===== src/rtl/vx_cache_bank_req_scheduler_if.sv =====
// Core request batch and per-bank offer signals between the core, the scheduler and the banks.
// master = core/bank side, slave = scheduler.
interface vx_cache_bank_req_scheduler_if #(
   parameter int NUM_BANKS       = 4,
   parameter int NUM_REQUESTS    = 4,
   parameter int WORD_ADDR_WIDTH = 30,
   parameter int REQ_IDX_W       = (NUM_REQUESTS > 1) ? $clog2(NUM_REQUESTS) : 1
);
   logic [NUM_REQUESTS-1:0]                 core_req_valid;
   logic [NUM_REQUESTS*WORD_ADDR_WIDTH-1:0] core_req_addr;
   logic                                    split_en;
   logic                                    core_req_ready;
   logic [NUM_BANKS-1:0]                    per_bank_ready;
   logic [NUM_BANKS-1:0]                    per_bank_valid;
   logic [NUM_BANKS*REQ_IDX_W-1:0]          per_bank_req_idx;
   logic [NUM_BANKS*WORD_ADDR_WIDTH-1:0]    per_bank_addr;

   modport master (
      output core_req_valid, core_req_addr, split_en, per_bank_ready,
      input  core_req_ready, per_bank_valid, per_bank_req_idx, per_bank_addr
   );

   modport slave (
      input  core_req_valid, core_req_addr, split_en, per_bank_ready,
      output core_req_ready, per_bank_valid, per_bank_req_idx, per_bank_addr
   );
endinterface


===== src/rtl/vx_cache_bank_req_scheduler.sv =====
// Dispatches a batch of core word requests to banks, one per bank per cycle; bank conflicts are
// serialised over several cycles using a round-robin pointer per bank.
// state   | meaning
// ST_IDLE | ready for a batch; candidates, addresses and mode come straight from the inputs
// ST_BUSY | draining pend_r using the addresses and mode latched at accept
module vx_cache_bank_req_scheduler #(
   parameter int BANK_LINE_SIZE  = 16,
   parameter int WORD_SIZE       = 4,
   parameter int NUM_BANKS       = 4,
   parameter int NUM_REQUESTS    = 4,
   parameter int WORD_ADDR_WIDTH = 30
) (
   input logic                          clk,
   input logic                          reset,
   vx_cache_bank_req_scheduler_if.slave bus
);
   localparam int BANK_SEL_LSB = $clog2(BANK_LINE_SIZE / WORD_SIZE);
   localparam int BANK_SEL_W   = $clog2(NUM_BANKS);
   localparam int BANK_W       = (BANK_SEL_W > 0) ? BANK_SEL_W : 1;
   localparam int REQ_IDX_W    = (NUM_REQUESTS > 1) ? $clog2(NUM_REQUESTS) : 1;
   localparam int NR           = NUM_REQUESTS;
   localparam int NB           = NUM_BANKS;
   localparam int AW           = WORD_ADDR_WIDTH;

   typedef enum logic {ST_IDLE = 1'b0, ST_BUSY = 1'b1} state_t;

   state_t               state_r, state_n;
   logic [NR-1:0]        pend_r, pend_n;
   logic [AW-1:0]        addr_r [NR];
   logic                 split_r;
   logic [REQ_IDX_W-1:0] rr_ptr [NB];

   logic [NR-1:0]        cand, fired_lanes, remaining;
   logic [AW-1:0]        lane_addr [NR];
   logic [BANK_W-1:0]    addr_bank [NR];
   logic [BANK_W-1:0]    lane_bank [NR];
   logic                 lane_split, accept;
   logic [NB-1:0]        sel_valid, fire;
   logic [REQ_IDX_W-1:0] sel_idx [NB];
   logic [REQ_IDX_W-1:0] rr_next [NB];

   always_comb begin
      lane_split = (state_r == ST_BUSY) ? split_r : bus.split_en;
      cand       = (state_r == ST_BUSY) ? pend_r  : bus.core_req_valid;
      for (int i = 0; i < NR; i++) begin
         lane_addr[i] = (state_r == ST_BUSY) ? addr_r[i] : bus.core_req_addr[i*AW +: AW];
      end
   end

   for (genvar i = 0; i < NR; i++) begin : g_lane
      if (BANK_SEL_W > 0) begin : g_addr_sel
         assign addr_bank[i] = lane_addr[i][BANK_SEL_LSB +: BANK_W];
      end else begin : g_single_bank
         assign addr_bank[i] = '0;
      end
      assign lane_bank[i] = lane_split ? BANK_W'(i % NB) : addr_bank[i];
   end

   // Search starts at the bank's pointer, so a stalled bank keeps offering the same lane.
   always_comb begin
      logic [REQ_IDX_W-1:0] lane;
      lane = '0;
      for (int b = 0; b < NB; b++) begin
         sel_valid[b] = 1'b0;
         sel_idx[b]   = '0;
         for (int k = 0; k < NR; k++) begin
            lane = REQ_IDX_W'((int'(rr_ptr[b]) + k) % NR);
            if (!sel_valid[b] && cand[lane] && (lane_bank[lane] == BANK_W'(b))) begin
               sel_valid[b] = 1'b1;
               sel_idx[b]   = lane;
            end
         end
      end
   end

   always_comb begin
      fired_lanes = '0;
      for (int b = 0; b < NB; b++) begin
         fire[b]    = sel_valid[b] & bus.per_bank_ready[b];
         rr_next[b] = REQ_IDX_W'((int'(sel_idx[b]) + 1) % NR);
         if (fire[b]) begin
            fired_lanes[sel_idx[b]] = 1'b1;
         end
      end
      remaining = cand & ~fired_lanes;
      accept    = (state_r == ST_IDLE) && (|bus.core_req_valid);
   end

   always_comb begin
      state_n = state_r;
      pend_n  = pend_r;
      case (state_r)
         ST_IDLE: begin
            if (accept && (|remaining)) begin
               state_n = ST_BUSY;
               pend_n  = remaining;
            end
         end
         ST_BUSY: begin
            pend_n = remaining;
            if (remaining == '0) begin
               state_n = ST_IDLE;
            end
         end
      endcase
   end

   always_ff @(posedge clk or negedge reset) begin
      if (!reset) begin
         state_r <= ST_IDLE;
         pend_r  <= '0;
         split_r <= 1'b0;
         for (int i = 0; i < NR; i++) begin
            addr_r[i] <= '0;
         end
         for (int b = 0; b < NB; b++) begin
            rr_ptr[b] <= '0;
         end
      end else begin
         state_r <= state_n;
         pend_r  <= pend_n;
         if (accept && (|remaining)) begin
            split_r <= bus.split_en;
            for (int i = 0; i < NR; i++) begin
               addr_r[i] <= bus.core_req_addr[i*AW +: AW];
            end
         end
         for (int b = 0; b < NB; b++) begin
            if (fire[b]) begin
               rr_ptr[b] <= rr_next[b];
            end
         end
      end
   end

   // Outputs are forced low while reset is held, including core_req_ready.
   always_comb begin
      bus.core_req_ready   = reset && (state_r == ST_IDLE);
      bus.per_bank_valid   = '0;
      bus.per_bank_req_idx = '0;
      bus.per_bank_addr    = '0;
      for (int b = 0; b < NB; b++) begin
         if (reset && sel_valid[b]) begin
            bus.per_bank_valid[b]                      = 1'b1;
            bus.per_bank_req_idx[b*REQ_IDX_W +: REQ_IDX_W] = sel_idx[b];
            bus.per_bank_addr[b*AW +: AW]              = lane_addr[sel_idx[b]];
         end
      end
   end
endmodule


===== src/flat_wrapper.sv =====
// flat-port wrapper written by rule: the top's interface ports become plain ports
module vx_cache_bank_req_scheduler_flat 
#(
   parameter int BANK_LINE_SIZE  = 16,
   parameter int WORD_SIZE       = 4,
   parameter int NUM_BANKS       = 4,
   parameter int NUM_REQUESTS    = 4,
   parameter int WORD_ADDR_WIDTH = 30
)
  (clk, reset, bus_core_req_valid, bus_core_req_addr, bus_split_en, bus_per_bank_ready, bus_core_req_ready, bus_per_bank_valid, bus_per_bank_req_idx, bus_per_bank_addr);
  vx_cache_bank_req_scheduler_if #(.NUM_BANKS(NUM_BANKS), .NUM_REQUESTS(NUM_REQUESTS), .WORD_ADDR_WIDTH(WORD_ADDR_WIDTH)) bus_i ();
  input logic clk;
  input logic reset;
  input wire logic [$bits(bus_i.core_req_valid)-1:0] bus_core_req_valid;
  input wire logic [$bits(bus_i.core_req_addr)-1:0] bus_core_req_addr;
  input wire logic [$bits(bus_i.split_en)-1:0] bus_split_en;
  input wire logic [$bits(bus_i.per_bank_ready)-1:0] bus_per_bank_ready;
  output wire logic [$bits(bus_i.core_req_ready)-1:0] bus_core_req_ready;
  output wire logic [$bits(bus_i.per_bank_valid)-1:0] bus_per_bank_valid;
  output wire logic [$bits(bus_i.per_bank_req_idx)-1:0] bus_per_bank_req_idx;
  output wire logic [$bits(bus_i.per_bank_addr)-1:0] bus_per_bank_addr;
  assign bus_i.core_req_valid = bus_core_req_valid;
  assign bus_i.core_req_addr = bus_core_req_addr;
  assign bus_i.split_en = bus_split_en;
  assign bus_i.per_bank_ready = bus_per_bank_ready;
  assign bus_core_req_ready = bus_i.core_req_ready;
  assign bus_per_bank_valid = bus_i.per_bank_valid;
  assign bus_per_bank_req_idx = bus_i.per_bank_req_idx;
  assign bus_per_bank_addr = bus_i.per_bank_addr;
  vx_cache_bank_req_scheduler #(.BANK_LINE_SIZE(BANK_LINE_SIZE), .WORD_SIZE(WORD_SIZE), .NUM_BANKS(NUM_BANKS), .NUM_REQUESTS(NUM_REQUESTS), .WORD_ADDR_WIDTH(WORD_ADDR_WIDTH)) u_core (.clk(clk), .reset(reset), .bus(bus_i));
endmodule

===== config.mk =====
export PLATFORM = sky130hd
export DESIGN_NAME = vx_cache_bank_req_scheduler_flat
export DESIGN_NICKNAME = d
export VERILOG_FILES = /design/src/rtl/vx_cache_bank_req_scheduler_if.sv /design/src/rtl/vx_cache_bank_req_scheduler.sv /design/src/flat_wrapper.sv
export SDC_FILE = /design/constraint.sdc
export NUM_CORES = 1
export LEC_CHECK = 0
export CAP_MARGIN = 20
export CORE_MARGIN = 2
export CORE_UTILIZATION = 45
export DETAILED_ROUTE_END_ITERATION = 8
export GPL_ROUTABILITY_DRIVEN = 0
export HOLD_SLACK_MARGIN = 0.05
export PLACE_DENSITY_LB_ADDON = 0.3
export SETUP_SLACK_MARGIN = 0.3
export SYNTH_ARGS = -nofsm -noshare
export SYNTH_HDL_FRONTEND = slang
export SYNTH_SLANG_ARGS = --single-unit

===== constraint.sdc =====
create_clock -name clk -period 12.5 [get_ports clk]
set_clock_uncertainty 0.1 [all_clocks]
set_input_delay 3.125 -clock clk [delete_from_list [all_inputs] [get_ports clk]]
set_output_delay 3.125 -clock clk [all_outputs]
set_load 0.02 [all_outputs]

Word level (Yosys, flattened, before mapping) --
Index checks and enable logic that the tools add are counted.
Word-level totals: logic and storage cells 335, memories 0, bits in writable memories 0, bits in read-only memories 0, latch bits 0, bits of input ports 131, flip-flop bits (word level) 134
Cells by class: multiplexer cells 163, divide/modulo/power cells 0, magnitude comparators 44, shift operators 0, eq/ne operators 13, reductions and logical operators 58, $mul 0, add/sub/neg operators 16, bitwise logic cells 30
Operators with widths (number):
- two-way mux 30 bit | 16
- binary-select mux 30 bit (select 2 bit) | 4
- two-way mux 2 bit | 56
- binary-select mux 2 bit (select 2 bit) | 16
- greater-or-equal comparator 3 bit, second input constant | 20
- < comparator 2 x 3 -> 1 bit, second input constant | 20
- inverter 2 -> 3 bit | 20
- two-way mux 1 bit | 43
- logical AND 1 bit | 39
- binary-select mux 1 bit (select 2 bit) | 16
- two-way mux 4 bit | 6
- adder 2 x 1 -> 2 bit, second input constant | 8
- adder 2 bit, second input constant | 8
- equality test 2 bit, second input constant | 8
- zero test 1 bit | 12
- bitwise OR 4 bit | 3
- demux 1 bit (select 2 bit) | 4
- equality test 2 x 1 -> 1 bit, second input constant | 4
- greater-or-equal comparator 2 x 1 -> 1 bit, second input constant | 4
- zero test 2 bit | 4
- case mux 4 bit (2 select lines) | 1
- OR reduction 4 bit | 2
- bitwise AND 1 bit | 4
- bitwise AND 4 bit | 1
- 5 further kinds | 5

Longest topological paths before layout --
Gate-level depths: netlist of run 1.
word-level depth 37, gate-level depth with buffers 23

Least setup slack after synthesis of run 1 --
No wires, ideal clock.
kind input-to-output, from input port bus_split_en, to output port bus_per_bank_addr[2], arrival time 6.287 ns, required time 9.275 ns, cell stages on the path 12, setup slack 2.988 ns, path buffers 3, cell sequence buf_2 > or4_1 > o31ai_1 > o211ai_1 > mux2_2 > o21ai_0 > nand2_1 > nand2_1 > a22oi_1 > buf_2 > buf_1 > a2111oi_0
Between the ends: longest elaborated chain between the ends 25
RTL lines:
- start, declared | line flat_wrapper.sv:16 | input wire logic [$bits(bus_i.split_en)-1:0] bus_split_en;
- two-way mux 1 bit * | line vx_cache_bank_req_scheduler.sv:43 | lane_split = (state_r == ST_BUSY) ? split_r : bus.split_en;
- two-way mux 2 bit | line vx_cache_bank_req_scheduler.sv:56 | assign lane_bank[i] = lane_split ? BANK_W'(i % NB) : addr_bank[i];
- binary-select mux 2 bit (select 2 bit) | line vx_cache_bank_req_scheduler.sv:68 | if (!sel_valid[b] && cand[lane] && (lane_bank[lane] == BANK_W'(b))) begin
- two-way mux 2 bit (not written as such) (2 in a row) | line vx_cache_bank_req_scheduler.sv:68
- zero test 2 bit | line vx_cache_bank_req_scheduler.sv:68
- logical AND 1 bit | line vx_cache_bank_req_scheduler.sv:68
- two-way mux 1 bit | line vx_cache_bank_req_scheduler.sv:68
- zero test 1 bit | line vx_cache_bank_req_scheduler.sv:68
- [... 6 more ...]
- two-way mux 1 bit | line vx_cache_bank_req_scheduler.sv:68
- zero test 1 bit | line vx_cache_bank_req_scheduler.sv:68
- logical AND 1 bit (2 in a row) | line vx_cache_bank_req_scheduler.sv:68
- two-way mux 2 bit | line vx_cache_bank_req_scheduler.sv:68
- inverter 2 -> 3 bit (not written as such) | line vx_cache_bank_req_scheduler.sv:146 | bus.per_bank_addr[b*AW +: AW] = lane_addr[sel_idx[b]];
- binary-select mux 30 bit (select 2 bit) | line vx_cache_bank_req_scheduler.sv:146
- two-way mux 30 bit (not written as such) (2 in a row) | line vx_cache_bank_req_scheduler.sv:146
- two-way mux 30 bit * | line vx_cache_bank_req_scheduler.sv:143 | if (reset && sel_valid[b]) begin
- end, declared | line flat_wrapper.sv:21 | output wire logic [$bits(bus_i.per_bank_addr)-1:0] bus_per_bank_addr;
Every way passes the cells marked *; elsewhere a longest branch is shown, timed or not. The select of a mux whose other input is x is not followed.

Final worst setup path of run 1 --
from input port bus_split_en, to output port bus_per_bank_addr[31]
Between the ends: longest elaborated chain between the ends 25
RTL lines (line):
- two-way mux 1 bit * | vx_cache_bank_req_scheduler.sv:43
- two-way mux 2 bit | vx_cache_bank_req_scheduler.sv:56
- binary-select mux 2 bit (select 2 bit) | vx_cache_bank_req_scheduler.sv:68
- two-way mux 2 bit (not written as such) (2 in a row) | vx_cache_bank_req_scheduler.sv:68
- equality test 2 x 1 -> 1 bit | vx_cache_bank_req_scheduler.sv:68
- logical AND 1 bit | vx_cache_bank_req_scheduler.sv:68
- two-way mux 1 bit | vx_cache_bank_req_scheduler.sv:68
- zero test 1 bit | vx_cache_bank_req_scheduler.sv:68
- [... 6 more ...]
- two-way mux 1 bit | vx_cache_bank_req_scheduler.sv:68
- zero test 1 bit | vx_cache_bank_req_scheduler.sv:68
- logical AND 1 bit (2 in a row) | vx_cache_bank_req_scheduler.sv:68
- two-way mux 2 bit | vx_cache_bank_req_scheduler.sv:68
- inverter 2 -> 3 bit (not written as such) | vx_cache_bank_req_scheduler.sv:146
- binary-select mux 30 bit (select 2 bit) | vx_cache_bank_req_scheduler.sv:146
- two-way mux 30 bit (not written as such) (2 in a row) | vx_cache_bank_req_scheduler.sv:146
- two-way mux 30 bit * | vx_cache_bank_req_scheduler.sv:143
Marks and branches as above.

==> results of run 1 <==
[path summary, 6_finish.rpt]
| path | end | start | slack [ns] |
|---|---|---|---|
| max reg2reg | u_core.addr_r[23] | u_core.state_r | 5.22 |
| max in group asynchronous | u_core.addr_r[19] | reset | 7.94 |
| min | u_core.addr_r[48] | u_core.addr_r[48] | 0.41 |
| min reg2reg | u_core.addr_r[48] | u_core.addr_r[48] | 0.41 |
| min in group asynchronous | u_core.addr_r[66] | reset | 2.54 |
| max | bus_per_bank_addr[31] | bus_split_en | 1.45 |
[critical path: cells and delay by family]
family	cells	cell delay [ns]
simple gates	4	2.28
compound gates	3	0.74
buf+inv	3	1.66
[synth_stat cells, types with 7 or more instances]
library cell,count
a21oi_1,52
a22o_1,29
buf_1,14
buf_2,20
buf_4,7
clkbuf_1,60
dfrtp_1,134
ha_1,12
inv_1,27
mux2_2,116
mux2_4,46
mux2i_1,251
mux4_2,99
nand2_1,81
nand3_1,10
nor2_1,81
nor3_1,7
o211ai_1,39
o21ai_0,27
[per-layer routing]
| layer | GRT usage | share of wire | wire [µm] |
|---|---|---|---|
| met1 | 0.382 | 0.42 | 18400 |
| met2 | 0.425 | 0.47 | 20600 |
| met3 | 0.0478 | 0.078 | 3410 |
| met4 | 0.0977 | 0.024 | 1040 |
| met5 | 0 | 0 | 0 |
[cell type report]
class,count,area [µm²]
Antenna cell,5,12.5
Clock buffer,20,447
Clock inverter,12,189
Fill cell,2469,12600
Inverter,27,101
Multi-Input combinational cell,971,9590
Sequential cell,134,3360
Tap cell,390,488
Timing Repair Buffer,287,2910
[logic make-up (layout without fill, tap and decap cells)]
family,after synthesis,in the layout,synth area share
compound gates,220,220,0.116
xor+xnor,3,3,0.00193
fa+ha+maj,12,12,0.0110
buf+inv,139,346,0.0514
flops,134,134,0.247
mux,512,512,0.496
other cells,0,5,0
simple gates,224,224,0.0771
[stage by stage]
step                      instance area [µm²]  utilization  hold WS (ns)
after floorplan                         13600            -         0.372
after global placement                  16400        0.551         0.389
after detailed placement                16400        0.552         0.394
after CTS                               17000        0.574         0.409
after global routing                    17100        0.575         0.415
final                                   17100        0.575         0.407
[sequential cells by signal, indices dropped and copies added (netlist names)]
| register | count |
|---|---|
| u_core.pend_r | 4 |
| u_core.state_r | 1 |
| u_core.addr_r | 120 |
| u_core.split_r | 1 |
| u_core.rr_ptr | 8 |
==> impl_results.md, run 1 <==
- Post-route setup TNS: 0 ns
- Crit path kind: in -> out
- Syn_nets: 1,387
- Number of global-route vias before repair: 11,700
- Final cell count without fillers: 1,846
- Slew headroom: 0.278
- Die Area: 0.0316 mm²
- Worst skew pair latency: 0.43 ns
- Mapped Avg Cell Area: 10.9 µm²
- Reg clk slew, reported paths: 0.06 ns
- Final antenna-violating net count: 0
- R2R depth: 17
- Most used cell, CP: clkdlybuf4s50_1
- Max-cap violation count: 0
- Mapped Area: 0.0136 mm²
- GRT Residual Overflow: 0
- Sequence of cells on the critical path: clkdlybuf4s50_1 > or4b_1 > a21oi_1 > o21ai_0 > nand4b_1 > nand2_1 > inv_1 > and2_1 > a22o_1 > clkdlybuf4s50_1
- GR Util All Layers: 0.273
- First-pass GRT wire length: 67,000 µm
- Async set-reset flop share out of synthesis: 1.00
- Largest net degree at the start of global routing: 151
- Initial antenna violation count: 1
- Hold Vio Cnt, Final: 0
- Status: finished, final reports clean
- Maximum clock rate: 90.5 MHz
- Synth top area cells: dfrtp_1, mux2i_1, mux4_2
- Worst path arrival time: 7.83 ns
- Post-CTS setup buffers: 0
- H-Tree Depth: 4
- CTS tree: built
- Pins Over Slew Limit: 0
- Largest area contributor in the netlist: dfrtp_1
- Synth warn: 0
- IO buf count: 263
- Synthesized flop and latch total: 134
- Die width: 178 µm
- CP Max Fanout: 18
- Initial DRC count: 1,141
- Final setup fails: 0
- DP Wirelength: 29,100 µm
- Commonest cells after routing, fill and taps aside: clkdlybuf4s50_1, mux2i_1, dfrtp_1, mux2_2, mux4_2
- Hold Path Class: reg -> reg
- Clock Tree Buf Depth: 2
- Largest stage delay, worst path: 0.86 ns
- Detailed-route wire length: 43,500 µm
- EDFF count, synth: 0
- Commonest non-fill, non-tap cell in the layout: clkdlybuf4s50_1
- Sequential area share after synthesis: 0.247
- Layout cells sized above 1: 0.232
- Least-Margin Pin Slew: 1.08 ns
- Initial Util: 0.457
- Pre-Repair DR Iteration Count: 6
- Startpoint Class: input pin
- Tmin final: 11.05 ns
- DR DRC count: 0
- # IOs: 264
- Via count: 11,900
- Unrepaired setup endpoints after global routing: false
- Die height: 178 µm
- Worst path slowest cell: and2_1
- Cell Rows: 63
- Pre-CTS WS: 1.49 ns
- CTS sink cnt: 134
- CTS resizes: 0
- TritonCTS buffer count: 17
- WL/cell: 23.5 µm
- Clock root buffer: clkbuf_16
- CP Data Required Time: 9.27 ns
- Worst Setup Slack, final: 1.45 ns
- Crit share post-route: 0.884
- Worst Hold Depth: 1
- Post-synth cell types: 76
- Core area: 0.0297 mm²
- Cells after Synth: 1,244
- Final nets: 1,581
- Main flop type after synthesis: dfrtp_1
- Routed vias/inst: 6.46
- Area growth syn-to-layout: 25.8%
- Placed cells: 1,807
- Crit. End Element: primary output
- Post-CTS Hold Buffers: 0
- Synth top area share: 0.247
Power of run 1 is left out: the tool's default activity adds up to more than one toggle a clock period on the data nets, which glitch-free logic cannot reach.
==> run 2, diff against run 1 <==
--- a/config.mk
+++ b/config.mk
@@ -9,7 +9,7 @@
 export CORE_MARGIN = 2
 export CORE_UTILIZATION = 45
 export DETAILED_ROUTE_END_ITERATION = 8
-export GPL_ROUTABILITY_DRIVEN = 0
+export GPL_ROUTABILITY_DRIVEN = 1
 export HOLD_SLACK_MARGIN = 0.05
 export PLACE_DENSITY_LB_ADDON = 0.3
 export SETUP_SLACK_MARGIN = 0.3
==> constraint.sdc (replaced) <==
create_clock -name clk -period 12.5 [get_ports clk]
set_clock_uncertainty 0.1 [all_clocks]
set_input_delay 3.125 -clock clk [delete_from_list [all_inputs] [get_ports clk]]
set_output_delay 3.125 -clock clk [all_outputs]
set_load 0.01 [all_outputs]
==> run 2 against run 1 <==
  * Final cell count fell by 0.11%
  * Sequential cell count unchanged
  * First-iteration DRC count up 2.6%
  * Die area unchanged
  * Global-route usage is 0.29 points higher
  * Routed wire length rose by 0.54%
  * Register-to-register slack improved by 0.57 ns
  * Worst setup slack improved by 0.092 ns
  * Utilization down 0.44 points
  * Design area fell by 0.76%
  * Critical path type unchanged
  * Largest cell class unchanged
==> impl_results.md, run 2 (same netlist as run 1, synthesis figures left out) <==
- Via count: 11,700
- Worst path bufs/invs: 3
- Crit share post-route: 0.877
- Slew headroom: 0.286
- Commonest cells after routing, fill and taps aside: clkdlybuf4s50_1, mux2i_1, dfrtp_1, mux2_2, mux4_2
- Final instance area: 0.0170 mm²
- CP top delay family: simple AND/OR/NAND/NOR gates
- DP Wirelength: 29,300 µm
- CTS resizes: 0
- DR DRC count: 0
- Commonest non-fill, non-tap cell in the layout: clkdlybuf4s50_1
- Initial Util: 0.457
- Max reg flops: 120
- Status: finished, final reports clean
- Max-cap violation count: 0
- CP Max Fanout: 18
- Biggest register: u_core.addr_r
- CTS tree: built
- Final cell count without fillers: 1,844
- Largest stage delay, worst path: 0.83 ns
- CP endpoint: bus_per_bank_addr[31]
- Hold Path Class: reg -> reg
- Placed cells: 1,807
- Least-Margin Pin Slew: 1.07 ns
- Startpoint Class: input pin
- Area growth syn-to-layout: 24.9%
- Pre-Repair DR Iteration Count: 5
- Worst path arrival time: 7.74 ns
- Final setup fails: 0
- Pins Over Slew Limit: 0
- Reg clk slew, reported paths: 0.07 ns
- Layout cells sized above 1: 0.233
- DP Area: 0.0163 mm²
- Unrepaired setup endpoints after global routing: false
- Sequence of cells on the critical path: clkdlybuf4s50_1 > or4b_1 > a21oi_1 > o21ai_0 > nand4b_1 > nand2_1 > inv_1 > and2_1 > a22o_1 > clkdlybuf4s50_1
- Die width: 178 µm
- Post-CTS setup buffers: 0
- Die height: 178 µm
- Worst path slowest cell: and2_1
- Flop2flop setup slack: 5.79 ns
- Maximum clock rate: 91.2 MHz
- R2R depth: 17
- Initial DRC count: 1,171
- Largest net degree at the start of global routing: 70
- CP Data Required Time: 9.27 ns
- Crit. End Element: primary output
- Die Area: 0.0316 mm²
- Post-route setup TNS: 0 ns
- Clock root buffer: clkbuf_16
- # IOs: 264
- Levels on crit path: 10
- Routability cong.: 0.955
- H-Tree Depth: 4
- IO buf count: 263
- TritonCTS buffer count: 17
- Final nets: 1,583
- Tmin final: 10.96 ns
- Worst skew pair latency: 0.42 ns
- Post-CTS Hold Buffers: 0
- Crit path kind: in -> out
- GRT Residual Overflow: 0
- WL/cell: 23.7 µm
- Clock Tree Buf Depth: 2
- Detailed-route wire length: 43,700 µm
- Utilization after layout: 0.571
- CTS sink cnt: 134
- Final antenna-violating net count: 0
- Initial antenna violation count: 1
- Crit path launch: bus_split_en
- Number of global-route vias before repair: 11,600
- Core area: 0.0297 mm²
- Cell Rows: 63
- Regs by FF count: u_core.addr_r (120), u_core.rr_ptr (8), u_core.pend_r (4)
- Hold Vio Cnt, Final: 0
- R2r startpoint: u_core.state_r
- First-pass GRT wire length: 67,800 µm
- R2r endpoint: u_core.addr_r[31]
- GR Util All Layers: 0.276
- Routed vias/inst: 6.35
- Most used cell, CP: clkdlybuf4s50_1
-- run 2: cell types whose count changed in the layout (fill, tap and decap cells not counted), moves of 2 or more --
| cell | before | now |
|---|---|---|
| bufinv_16 | 4 | 1 |
| buf_6 | 1 | 3 |
| clkinvlp_4 | 1 | 4 |
| buf_4 | 17 | 22 |
| buf_12 | 4 | 0 |
| diode_2 | 5 | 2 |
| clkinv_4 | 2 | 0 |
-- run 2: cell type report --
| class | instances | area [µm²] |
|---|---|---|
| multi-input combinational | 971 | 9590 |
| inverter | 27 | 101 |
| fill | 2503 | 12700 |
| timing repair buffer | 289 | 2860 |
| clock buffer | 19 | 443 |
| clock inverter | 12 | 118 |
| sequential | 134 | 3360 |
| tap | 390 | 488 |
| antenna | 2 | 5.00 |
-- run 2: how the worst min path moves through the flow --
stage,start,end,slack [ns],cells past startpoint
2_1_floorplan,u_core.rr_ptr[1],u_core.rr_ptr[1],0.37,2
3_3_place_gp,u_core.addr_r[34],u_core.addr_r[34],0.39,1
3_5_place_dp,u_core.addr_r[113],u_core.addr_r[113],0.39,1
4_1_cts,u_core.addr_r[44],u_core.addr_r[44],0.41,1
5_1_grt,u_core.addr_r[119],u_core.addr_r[119],0.42,1
6_report,u_core.addr_r[48],u_core.addr_r[48],0.41,1
-- run 2: layer usage --
metal  track usage  part of all wire  vias to the layer above
li1              -                 -                     5188
met4        0.0932             0.026                        0
met1         0.389              0.43                     5914
met3        0.0561             0.081                       66
met5             0                 0                        -
met2         0.422              0.46                      547
-- run 2: stage by stage --
step	worst slack (ns)	hold slack [ns]
after floorplan	3.37	0.372
after global placement	1.61	0.389
after detailed placement	1.55	0.393
after CTS	1.51	0.410
after global routing	1.26	0.422
final	1.54	0.408
Power of run 2 is left out for the same reason.
==> run 3, diff against run 2 <==
--- a/config.mk
+++ b/config.mk
@@ -9,10 +9,12 @@
 export CORE_MARGIN = 2
 export CORE_UTILIZATION = 45
 export DETAILED_ROUTE_END_ITERATION = 8
+export DONT_BUFFER_PORTS = 1
 export GPL_ROUTABILITY_DRIVEN = 1
 export HOLD_SLACK_MARGIN = 0.05
 export PLACE_DENSITY_LB_ADDON = 0.3
 export SETUP_SLACK_MARGIN = 0.3
+export SLEW_MARGIN = 20
 export SYNTH_ARGS = -nofsm -noshare
 export SYNTH_HDL_FRONTEND = slang
 export SYNTH_SLANG_ARGS = --single-unit
==> run 3 against run 2 <==
  * Die area unchanged
  * Critical path depth unchanged
  * Design area down 15%
  * Final cell count decreased by 15%
  * Routed wire length fell by 6.3%
  * Critical endpoint is now bus_per_bank_addr[64]
==> impl_results.md, run 3 (same netlist as run 1, synthesis figures left out) <==
- Status: finished, final reports clean
- Post-route setup TNS: 0 ns
- Area growth syn-to-layout: 6.22%
- GRT Residual Overflow: 0
- Cell Rows: 63
- Detailed-route wire length: 41,000 µm
- Reg clk slew, reported paths: 0.06 ns
- CTS resizes: 0
- Post-CTS Hold Buffers: 0
- Biggest register: u_core.addr_r
- CP Data Required Time: 9.27 ns
- Via count: 10,500
- Core area: 0.0297 mm²
- CTS sink cnt: 134
- H-Tree Depth: 4
- WL/cell: 26.0 µm
- DR DRC count: 0
- Die Area: 0.0316 mm²
- CP Max Fanout: 33
- Hold Vio Cnt, Final: 0
- Crit path kind: in -> out
- Diode count: 0
- Number of global-route vias before repair: 10,400
- Clock root buffer: clkbuf_16
- Initial Util: 0.457
- Largest net degree at the start of global routing: 140
- Regs by FF count: u_core.addr_r (120), u_core.rr_ptr (8), u_core.pend_r (4)
- Commonest cells after routing, fill and taps aside: mux2i_1, dfrtp_1, mux2_2, mux4_2
- TritonCTS buffer count: 17
- Tmin final: 10.07 ns
- Startpoint Class: input pin
- Final setup fails: 0
- # IOs: 264
- First-pass GRT wire length: 63,000 µm
- Maximum clock rate: 99.4 MHz
- Routed vias/inst: 6.66
- Max reg flops: 120
- Layout cells sized above 1: 0.283
- Initial DRC count: 856
- IO buf count: 0
- Hold Path Class: reg -> reg
- Die height: 178 µm
- Final antenna-violating net count: 0
- Pre-Repair DR Iteration Count: 5
- Pins Over Slew Limit: 0
- Clock Tree Buf Depth: 2
- Crit share post-route: 0.805
- Max-cap violation count: 0
- Unrepaired setup endpoints after global routing: false
- Post-CTS setup buffers: 0
- Worst skew pair latency: 0.44 ns
- CTS tree: built
- Initial antenna violation count: 0
- Worst path arrival time: 6.84 ns
- Least-Margin Pin Slew: 1.05 ns
- DP Wirelength: 27,000 µm
- GR Util All Layers: 0.261
- Routability cong.: 0.871
- Crit. End Element: primary output
- Die width: 178 µm
- Slew headroom: 0.301
- Commonest non-fill, non-tap cell in the layout: mux2i_1
- Final nets: 1,316
run 3: path summary, 6_finish.rpt:
| check | start | end | slack, ns | cells after the start |
|---|---|---|---|---|
| setup / recovery | bus_split_en | bus_per_bank_addr[64] | 2.43 | 10 |
| hold / removal | u_core.addr_r[48] | u_core.addr_r[48] | 0.41 | 1 |
| setup reg to reg | u_core.state_r | u_core.addr_r[14] | 5.61 | 15 |
| hold reg to reg | u_core.addr_r[48] | u_core.addr_r[48] | 0.41 | 1 |
| max in group asynchronous | reset | u_core.addr_r[98] | 9.83 | 0 |
| min in group asynchronous | reset | u_core.rr_ptr[6] | 2.28 | 0 |
run 3: worst max-delay path, cell delays in order:
cell,delay [ns]
nor4b_1,0.70
nor3_1,0.09
nor3_1,0.48
o21ai_0,0.21
a22oi_2,0.22
buf_4,0.50
clkinv_1,0.66
buf_4,0.45
o211ai_1,0.14
a21oi_1,0.21
run 3: area by class of cell:
type	instances	area, µm²
multi-input cells	971	9600
flip-flops and latches	134	3360
repair buffers	22	218
clock inverters	10	189
clock buffers	22	484
well taps	390	488
fillers	2645	15300
inverters	27	101
run 3: routing by layer:
metal,vias up,wire [µm],part of all wire,GRT usage
met4,0,1240,0.030,0.0881
met5,-,0,0,0
met1,5281,17000,0.41,0.341
met3,73,3530,0.086,0.0825
li1,4664,-,-,-
met2,482,19200,0.47,0.408
run 3: stage by stage:
step / hold slack [ns] / setup slack (ns) / cell area, µm² / util / cells
final: 0.405 / 2.43 / 14400 / 0.486 / 1576
after CTS: 0.409 / 2.52 / 14400 / 0.484 / 1574
after global placement: 0.388 / 2.65 / 13700 / 0.461 / 1542
after global routing: 0.416 / 2.27 / 14400 / 0.486 / 1576
after detailed placement: 0.394 / 2.60 / 13700 / 0.461 / 1542
after floorplan: 0.372 / 3.37 / 13600 / - / 1244
Power of run 3 is left out for the same reason.
